==> config.mk <==
export PLATFORM = sky130hd
export DESIGN_NAME = mult_unit
export DESIGN_NICKNAME = d
export VERILOG_FILES = /design/src/rtl/mult_pkg.sv /design/src/rtl/mult_ctrl.sv /design/src/rtl/mult_unit.sv
export SDC_FILE = /design/constraint.sdc
export NUM_CORES = 1
export LEC_CHECK = 0
export ABC_AREA = 1
export CELL_PAD_IN_SITES_DETAIL_PLACEMENT = 0
export CELL_PAD_IN_SITES_GLOBAL_PLACEMENT = 1
export CORE_AREA = 2 2 230 175
export CTS_CLUSTER_SIZE = 20
export DETAILED_ROUTE_END_ITERATION = 10
export DIE_AREA = 0 0 232 177
export DONT_BUFFER_PORTS = 1
export HOLD_SLACK_MARGIN = 0.02
export PLACE_DENSITY = 0.83
export RECOVER_POWER = 100
export SLEW_MARGIN = 20
export SYNTH_ARGS = -nofsm -noshare
export SYNTH_HDL_FRONTEND = slang
export SYNTH_SLANG_ARGS = --single-unit
==> constraint.sdc <==
create_clock -name clk -period 2.95 [get_ports clk]
set_clock_uncertainty 0.05 [all_clocks]
set_input_delay 0.1475 -clock clk [delete_from_list [all_inputs] [get_ports clk]]
set_output_delay 0.1475 -clock clk [all_outputs]
set_load 0.02 [all_outputs]
==> src/rtl/mult_pkg.sv <==
// Shared types and sizing helpers for the iterative shift-add multiplier.
// Early termination is controlled by the MULT_EARLY_TERM_EN macro in the modules.
package mult_pkg;

  localparam int MULT_DATA_W = 64;

  typedef enum logic [1:0] {
    IDLE = 2'd0,
    RUN  = 2'd1,
    DONE = 2'd2
  } mult_state_t;

  // Counter width for a given operand width; never narrower than one bit.
  function automatic int cnt_w(input int w);
    return (w > 1) ? $clog2(w) : 1;
  endfunction

  localparam int CNT_W = cnt_w(MULT_DATA_W);

endpackage

==> src/rtl/mult_ctrl.sv <==
// Multiplier sequencer: IDLE/RUN/DONE FSM, iteration counter and exit decision.
// With MULT_EARLY_TERM_EN defined, RUN also exits once the remaining multiplier bits are zero.
module mult_ctrl
  import mult_pkg::*;
#(
  parameter int DATA_W = MULT_DATA_W
) (
  input  logic              clk,
  input  logic              arst_n,
  input  logic              start,
  input  logic              flush,
`ifdef MULT_EARLY_TERM_EN
  input  logic [DATA_W-1:0] op_b,
  input  logic [DATA_W-1:1] mplier_hi,
`endif
  output logic              accept,
  output logic              step,
  output logic              load_result,
  output logic              clr,
  output logic              busy,
  output logic              done
);

  localparam int CW = cnt_w(DATA_W);

  mult_state_t   state, state_nxt;
  logic [CW-1:0] cnt;
  logic          last_step;
  logic          zero_op;

`ifdef MULT_EARLY_TERM_EN
  assign zero_op   = (op_b == '0);
  assign last_step = (cnt == CW'(DATA_W - 1)) || (mplier_hi == '0);
`else
  assign zero_op   = 1'b0;
  assign last_step = (cnt == CW'(DATA_W - 1));
`endif

  // NOTE: every output of this block gets a default first so no path leaves
  // a variable unassigned, which would otherwise infer a latch.
  always_comb begin
    state_nxt   = state;
    accept      = 1'b0;
    step        = 1'b0;
    load_result = 1'b0;
    clr         = 1'b0;
    unique case (state)
      IDLE, DONE: begin
        if (flush) begin
          state_nxt = IDLE;
          clr       = 1'b1;
        end else if (start) begin
          accept    = 1'b1;
          state_nxt = RUN;
          if (zero_op) begin
            state_nxt   = DONE;
            load_result = 1'b1;
          end
        end else begin
          state_nxt = IDLE;
        end
      end
      RUN: begin
        if (flush) begin
          state_nxt = IDLE;
          clr       = 1'b1;
        end else begin
          step = 1'b1;
          if (last_step) begin
            state_nxt   = DONE;
            load_result = 1'b1;
          end
        end
      end
      default: begin
        state_nxt = IDLE;
        clr       = 1'b1;
      end
    endcase
  end

  // NOTE: sequential state uses non-blocking assignments so every flop
  // samples pre-edge values regardless of statement order.
  always_ff @(posedge clk or negedge arst_n) begin
    if (!arst_n) begin
      state <= IDLE;
      cnt   <= '0;
      busy  <= 1'b0;
      done  <= 1'b0;
    end else begin
      state <= state_nxt;
      busy  <= (state_nxt == RUN);
      done  <= (state_nxt == DONE);
      if (clr || accept) begin
        cnt <= '0;
      end else if (step) begin
        cnt <= cnt + 1'b1;
      end
    end
  end

endmodule

==> src/rtl/mult_unit.sv <==
// Iterative shift-add multiplier, low DATA_W bits of op_a*op_b with a done pulse.
// Define MULT_EARLY_TERM_EN for data-dependent latency.
module mult_unit
  import mult_pkg::*;
#(
  parameter int DATA_W = MULT_DATA_W
) (
  input  logic              clk,
  input  logic              arst_n,
  input  logic              start,
  input  logic              flush,
  input  logic [DATA_W-1:0] op_a,
  input  logic [DATA_W-1:0] op_b,
  output logic              busy,
  output logic              done,
  output logic [DATA_W-1:0] result
);

  logic [DATA_W-1:0] acc, mcand, mplier;
  logic [DATA_W-1:0] acc_step;
  logic              accept, step, load_result, clr;

  mult_ctrl #(.DATA_W(DATA_W)) u_ctrl (
    .clk         (clk),
    .arst_n      (arst_n),
    .start       (start),
    .flush       (flush),
`ifdef MULT_EARLY_TERM_EN
    .op_b        (op_b),
    .mplier_hi   (mplier[DATA_W-1:1]),
`endif
    .accept      (accept),
    .step        (step),
    .load_result (load_result),
    .clr         (clr),
    .busy        (busy),
    .done        (done)
  );

  // Accumulator after this cycle's step, wrapping modulo 2^DATA_W.
  assign acc_step = mplier[0] ? (acc + mcand) : acc;

  always_ff @(posedge clk or negedge arst_n) begin
    if (!arst_n) begin
      acc    <= '0;
      mcand  <= '0;
      mplier <= '0;
      result <= '0;
    end else begin
      if (clr) begin
        acc    <= '0;
        mcand  <= '0;
        mplier <= '0;
      end else if (accept) begin
        acc    <= '0;
        mcand  <= op_a;
        mplier <= op_b;
      end else if (step) begin
        acc    <= acc_step;
        mcand  <= mcand << 1;
        mplier <= mplier >> 1;
      end
      // A zero multiplier under early termination enters DONE straight from accept.
      if (load_result) begin
        result <= step ? acc_step : '0;
      end
    end
  end

endmodule
### Yosys cells after proc, flatten, opt, wreduce, memory -nomap -nowiden

Cells that the tools add are included.
W data, S select, Z words.

| operators by class | value |
|---|---|
| add/subtract/negate cells | 2 |
| equal/unequal tests | 5 |
| muxes and demuxes | 28 |
| reductions and logical operators | 6 |

Operators with widths:

| operator | count |
|---|---|
| $mux W64 | 11 |
| $add A64 B64 Y64 | 1 |
| $mux W6 | 2 |
| $mux W1 | 11 |
| $add A6 B1 Y6 const B | 1 |
| $eq A6 B6 Y1 const B | 1 |
| $mux W2 | 3 |
| $eq A2 B1 Y1 const B | 2 |
| $eq A2 B2 Y1 const B | 2 |
| $pmux W2 S2 | 1 |
| $reduce_bool A3 Y1 | 1 |
| $reduce_or A3 Y1 | 1 |
| $logic_not A2 Y1 | 1 |
| $reduce_bool A2 Y1 | 1 |
| $reduce_or A2 Y1 | 1 |
| $logic_or A1 B1 Y1 | 1 |

| word-level totals | value |
|---|---|
| register bits | 266 |
| input bits | 132 |
| output and inout bits | 66 |
| word-level logic and storage cells | 49 |

### Depth between registers and ports, before layout

| logic depth | value |
|---|---|
| depth after elaboration | 5 |
| depth in mapped cells | 17 |
| mapped depth without buffers | 17 |

### Modules after synthesis

From an unflattened synthesis, not the netlist that was laid out.

| unflattened totals | value |
|---|---|
| cell total of the unflattened synthesis | 2748 |
| area total of the unflattened synthesis | 17823.3 µm² |

Modules (own cells, without submodules):

| module | instances | cells an instance | area each (µm²) | sequential area each (µm²) |
|---|---|---|---|---|
| mult_unit | 1 | 2689 | 17331.6 | 6406.1 |
| mult_ctrl | 1 | 59 | 491.7 | 250.2 |

### Least setup slack after synthesis

No wires, ideal clock.

| timing path | value |
|---|---|
| path type | register -> register |
| from | register acc[0] |
| to | register acc[40] |
| library setup time | 131 ps |
| arrival time | 1918 ps |
| data required time | 2769 ps |
| path slack | 851 ps |
| cell stages (with the launch flop) | 16 |
| buffers on the path | 0 |
| clock period less this slack | 2099 ps |
| path through | dfrtp_1 > ha_1 > inv_1 > fa_1 > inv_1 > nand3_1 > nand3_1 > nand2_1 > nand2_1 > nand2_1 > nand3_1 > nand2_1 > nand3_1 > nand3_1 > nand3_1 > o21ai_0 |

| on the way | value |
|---|---|
| word-level cells in the longest chain between the ends | 5 |

Ends and longest elaborated chain:

| item | line | source |
|---|---|---|
| start, declared | mult_unit.sv:19 | `logic [DATA_W-1:0] acc, mcand, mplier;` |
| start signal, assigned | mult_unit.sv:59 | `acc <= acc_step;` |
| $add A64 B64 Y64 | mult_unit.sv:41 | `assign acc_step = mplier[0] ? (acc + mcand) : acc;` |
| $mux W64 | mult_unit.sv:41 |  |
| $mux W64 | mult_unit.sv:58 | `end else if (step) begin` |
| $mux W64 | mult_unit.sv:54 | `end else if (accept) begin` |
| $mux W64 | mult_unit.sv:50 | `if (clr) begin` |

Every way passes these cells. The select of a mux whose other input is x is not followed.
A chain may end at the register's enable or synchronous reset.

### Final worst setup path

| timing path | value |
|---|---|
| from | register acc[0] |
| to | register acc[36] |

Same word-level chain as after synthesis.

==> metrics <==
fmax 365 MHz; commonest non-fill, non-tap cell in the layout nand2_1; HPWL reported at the end of detailed placement between 40,000 and 50,000 microns; TritonCTS buffer count 29; remaining antenna violation count 0; cell breakdown of the critical path ha_1, inv_1, fa_1, inv_1, nand3_1, nand3_1, nand3_1, nand3_1, nand2_1, nand3_1, nand3_2, nand3_1, o21ai_0; initial antenna violation count 1; CP Data Required Time 3.36 ns; vias in the first global route roughly 16,000; Worst-path clk slew 0.07 ns; GP Congestion 0.953; hold_buf cts ~130; WP buf/inv 2; fin crit share 92.9%; library cells used by synthesis 36; Final Net Count 2,953; clk root buf clkbuf_16; post-DR wirelength/cell 17.4 microns; drt pass-1 iters 5; Sum Neg Setup Slack 0 ns; outcome finished with violations; pwr/cell area ~470 nW/um^2; Synth Net Count 2,866; synthesized cell area 17,700 sq um; vias per cell slightly above 5; Die W 232 microns; H-tree Lvls 1; Ant. Diodes 0; failing checks negative hold slack; gr usage total 28.2%; CTS Buffer Depth 3; kind of critical path flop to flop; Peak VDD IR 0.410 mV; final setup fails 0; EDFF count, synth 0; Most Frequent Cell on Critical Path nand3_1; DP Worst Slack 0.190 ns; Sink Count 266; Worst EP arrival 3.15 ns; CTS tree done; Final Max Slew Viols 0; via count 16,972; DIE AREA ~41,000 sq um; Remaining DRCs 0; Leak 10.7 nW; Slew @ Worst Pin 1.00 ns; Die Y 177 microns; Iteration-0 DRC Markers 1,620; max incr delay on CP 0.42 ns; ys async rst share 100%; CP Launch Type flop; max_slew headroom 33.0%; most frequent cells in the layout 916 x nand2_1, 519 x inv_1, 265 x dfrtp_1; Syn. warnings 0; Slowest-stage cell, CP fa_1; RSZ-0062 raised after global routing false; #FFs+latches synth 266; Row Count 63; largest net degree at the start of global routing 267; Cells after Synth about 2,700; synthesis-to-finish area growth 15.4%; CP Capture Type flop; first-pass GRT wire length around 90,000 microns; Synth Flop Type dfrtp_1; # port buffers 0; worst setup margin 0.208 ns; Hold/Removal Path Class input port to async pin; fin crit period 2.74 ns; max cap viols 0; I/O pins 198; fraction of layout cells with a size suffix above 1 4.79%; routed wire length 57,400 microns; Initial Util 45.2%; worst-path fanout max 4; clk_lat worst skew between 0.6 and 0.7 ns; worst hold slack -0.808 ns; delay-heaviest family, CP simple AND/OR/NAND/NOR gates; Synth Area per Inst between 6 and 7 sq um; register area share after synthesis between 30% and 40%; CORE AREA just under 40,000 sq um; final hold violations 266; Remaining Overflow, GRT 0
-- what timing repair did --
item                       4_1_cts  5_1_grt
setup buffers                    0        0
hold endpoints to repair       416      266
setup endpoints to repair        0        2
gates resized for setup          0        1
-- report_power, final --
part           switching, mW  total, mW  internal [mW]  leakage [nW]
sequential             0.135       4.01           3.87          3.66
combinational           1.07       1.69          0.615          6.59
clock                   1.62       3.82           2.20         0.493
total                   2.83       9.52           6.69          10.7
-- cell families after synthesis --
family | Yosys count | synth area share (%)
AO/OA/AOI/OAI | 470 | 15.0
flip-flops | 266 | 37.7
adder cells (fa/ha/maj) | 65 | 4.65
buffers and inverters | 634 | 14.0
AND/OR/NAND/NOR | 1212 | 27.6
XOR/XNOR | 22 | 1.09
-- final timing paths --
| check | from | slack (ns) | endpoint | cells after the start |
|---|---|---|---|---|
| worst max-delay path | acc[0]$_DFFE_PN0P_ | 0.21 | acc[36]$_DFFE_PN0P_ | 13 |
| worst min-delay path | arst_n | -0.81 | mcand[18]$_DFFE_PN0P_ | 0 |
| worst max register to register | acc[0]$_DFFE_PN0P_ | 0.21 | acc[36]$_DFFE_PN0P_ | 13 |
| worst min register to register | mcand[63]$_DFFE_PN0P_ | 0.46 | mcand[63]$_DFFE_PN0P_ | 2 |
| max in group asynchronous | arst_n | 2.83 | result[47]$_DFFE_PN0P_ | 0 |
| min in group clk | op_b[63] | 0.25 | mplier[63]$_DFFE_PN0P_ | 3 |
-- synth_stat cells, types with 5 or more instances --
library cell | count | area, sq um
nand2_1 | 914 | 3430
nor3_1 | 15 | 75.1
buf_1 | 5 | 18.8
o211ai_1 | 7 | 52.6
nor2_1 | 114 | 428
xor2_1 | 5 | 43.8
ha_1 | 64 | 801
clkbuf_1 | 52 | 195
nor2_2 | 7 | 43.8
o22ai_1 | 126 | 788
dfrtp_1 | 266 | 6660
xnor2_1 | 17 | 149
buf_6 | 6 | 67.6
inv_1 | 518 | 1940
o21ai_0 | 214 | 1070
o21ai_1 | 36 | 180
inv_2 | 15 | 56.3
nand2_2 | 7 | 43.8
a21oi_2 | 27 | 236
nand3_1 | 130 | 651
buf_2 | 34 | 170
nand4_1 | 12 | 75.1
a21oi_1 | 55 | 275
-- state kept, by name, summed over array words and instances (netlist names) --
register / count
u_ctrl.state: 2
acc: 64
mplier: 64
u_ctrl.cnt: 6
mcand: 64
u_ctrl.busy: 1
result: 64
u_ctrl.done: 1
-- through the flow --
step | instance area (sq um) | power [mW] | utilization (%) | instances
final | 20400 | 9.52 | 52.2 | 3297
after global routing | 20400 | 9.97 | 52.2 | 3297
after CTS | 20400 | 9.57 | 52.3 | 3297
after detailed placement | 18100 | 5.59 | 46.4 | 3114
after global placement | 18100 | 5.56 | 46.4 | 3114
after floorplan | 17700 | 5.17 | - | 2669
-- cell type report --
| type | instances | area (sq um) |
|---|---|---|
| clock buffer | 39 | 853 |
| clock inverter | 13 | 135 |
| fill | 3849 | 18700 |
| inverter | 537 | 2020 |
| multi-input combinational | 1769 | 8520 |
| sequential | 266 | 6660 |
| tap | 520 | 651 |
| timing repair buffer | 153 | 1530 |
-- routing by layer --
metal | wire [microns] | vias to the layer above | GRT usage, %
li1 | - | 8485 | -
met1 | 28300 | 7877 | 43.8
met2 | 23100 | 556 | 40.2
met3 | 5090 | 54 | 6.19
met4 | 883 | 0 | 4.46
met5 | 0 | - | 0
-- worst register-to-register path, stage by stage, from the launching register on --
cell,delay (ns)
dfrtp_1,0.35
ha_1,0.21
inv_1,0.07
fa_1,0.42
inv_1,0.13
nand3_1,0.08
nand3_1,0.21
nand3_1,0.11
nand3_1,0.27
nand2_1,0.13
nand3_1,0.11
nand3_2,0.22
nand3_1,0.16
o21ai_0,0.10
No activity file was read; power rests on OpenSTA's default activity.
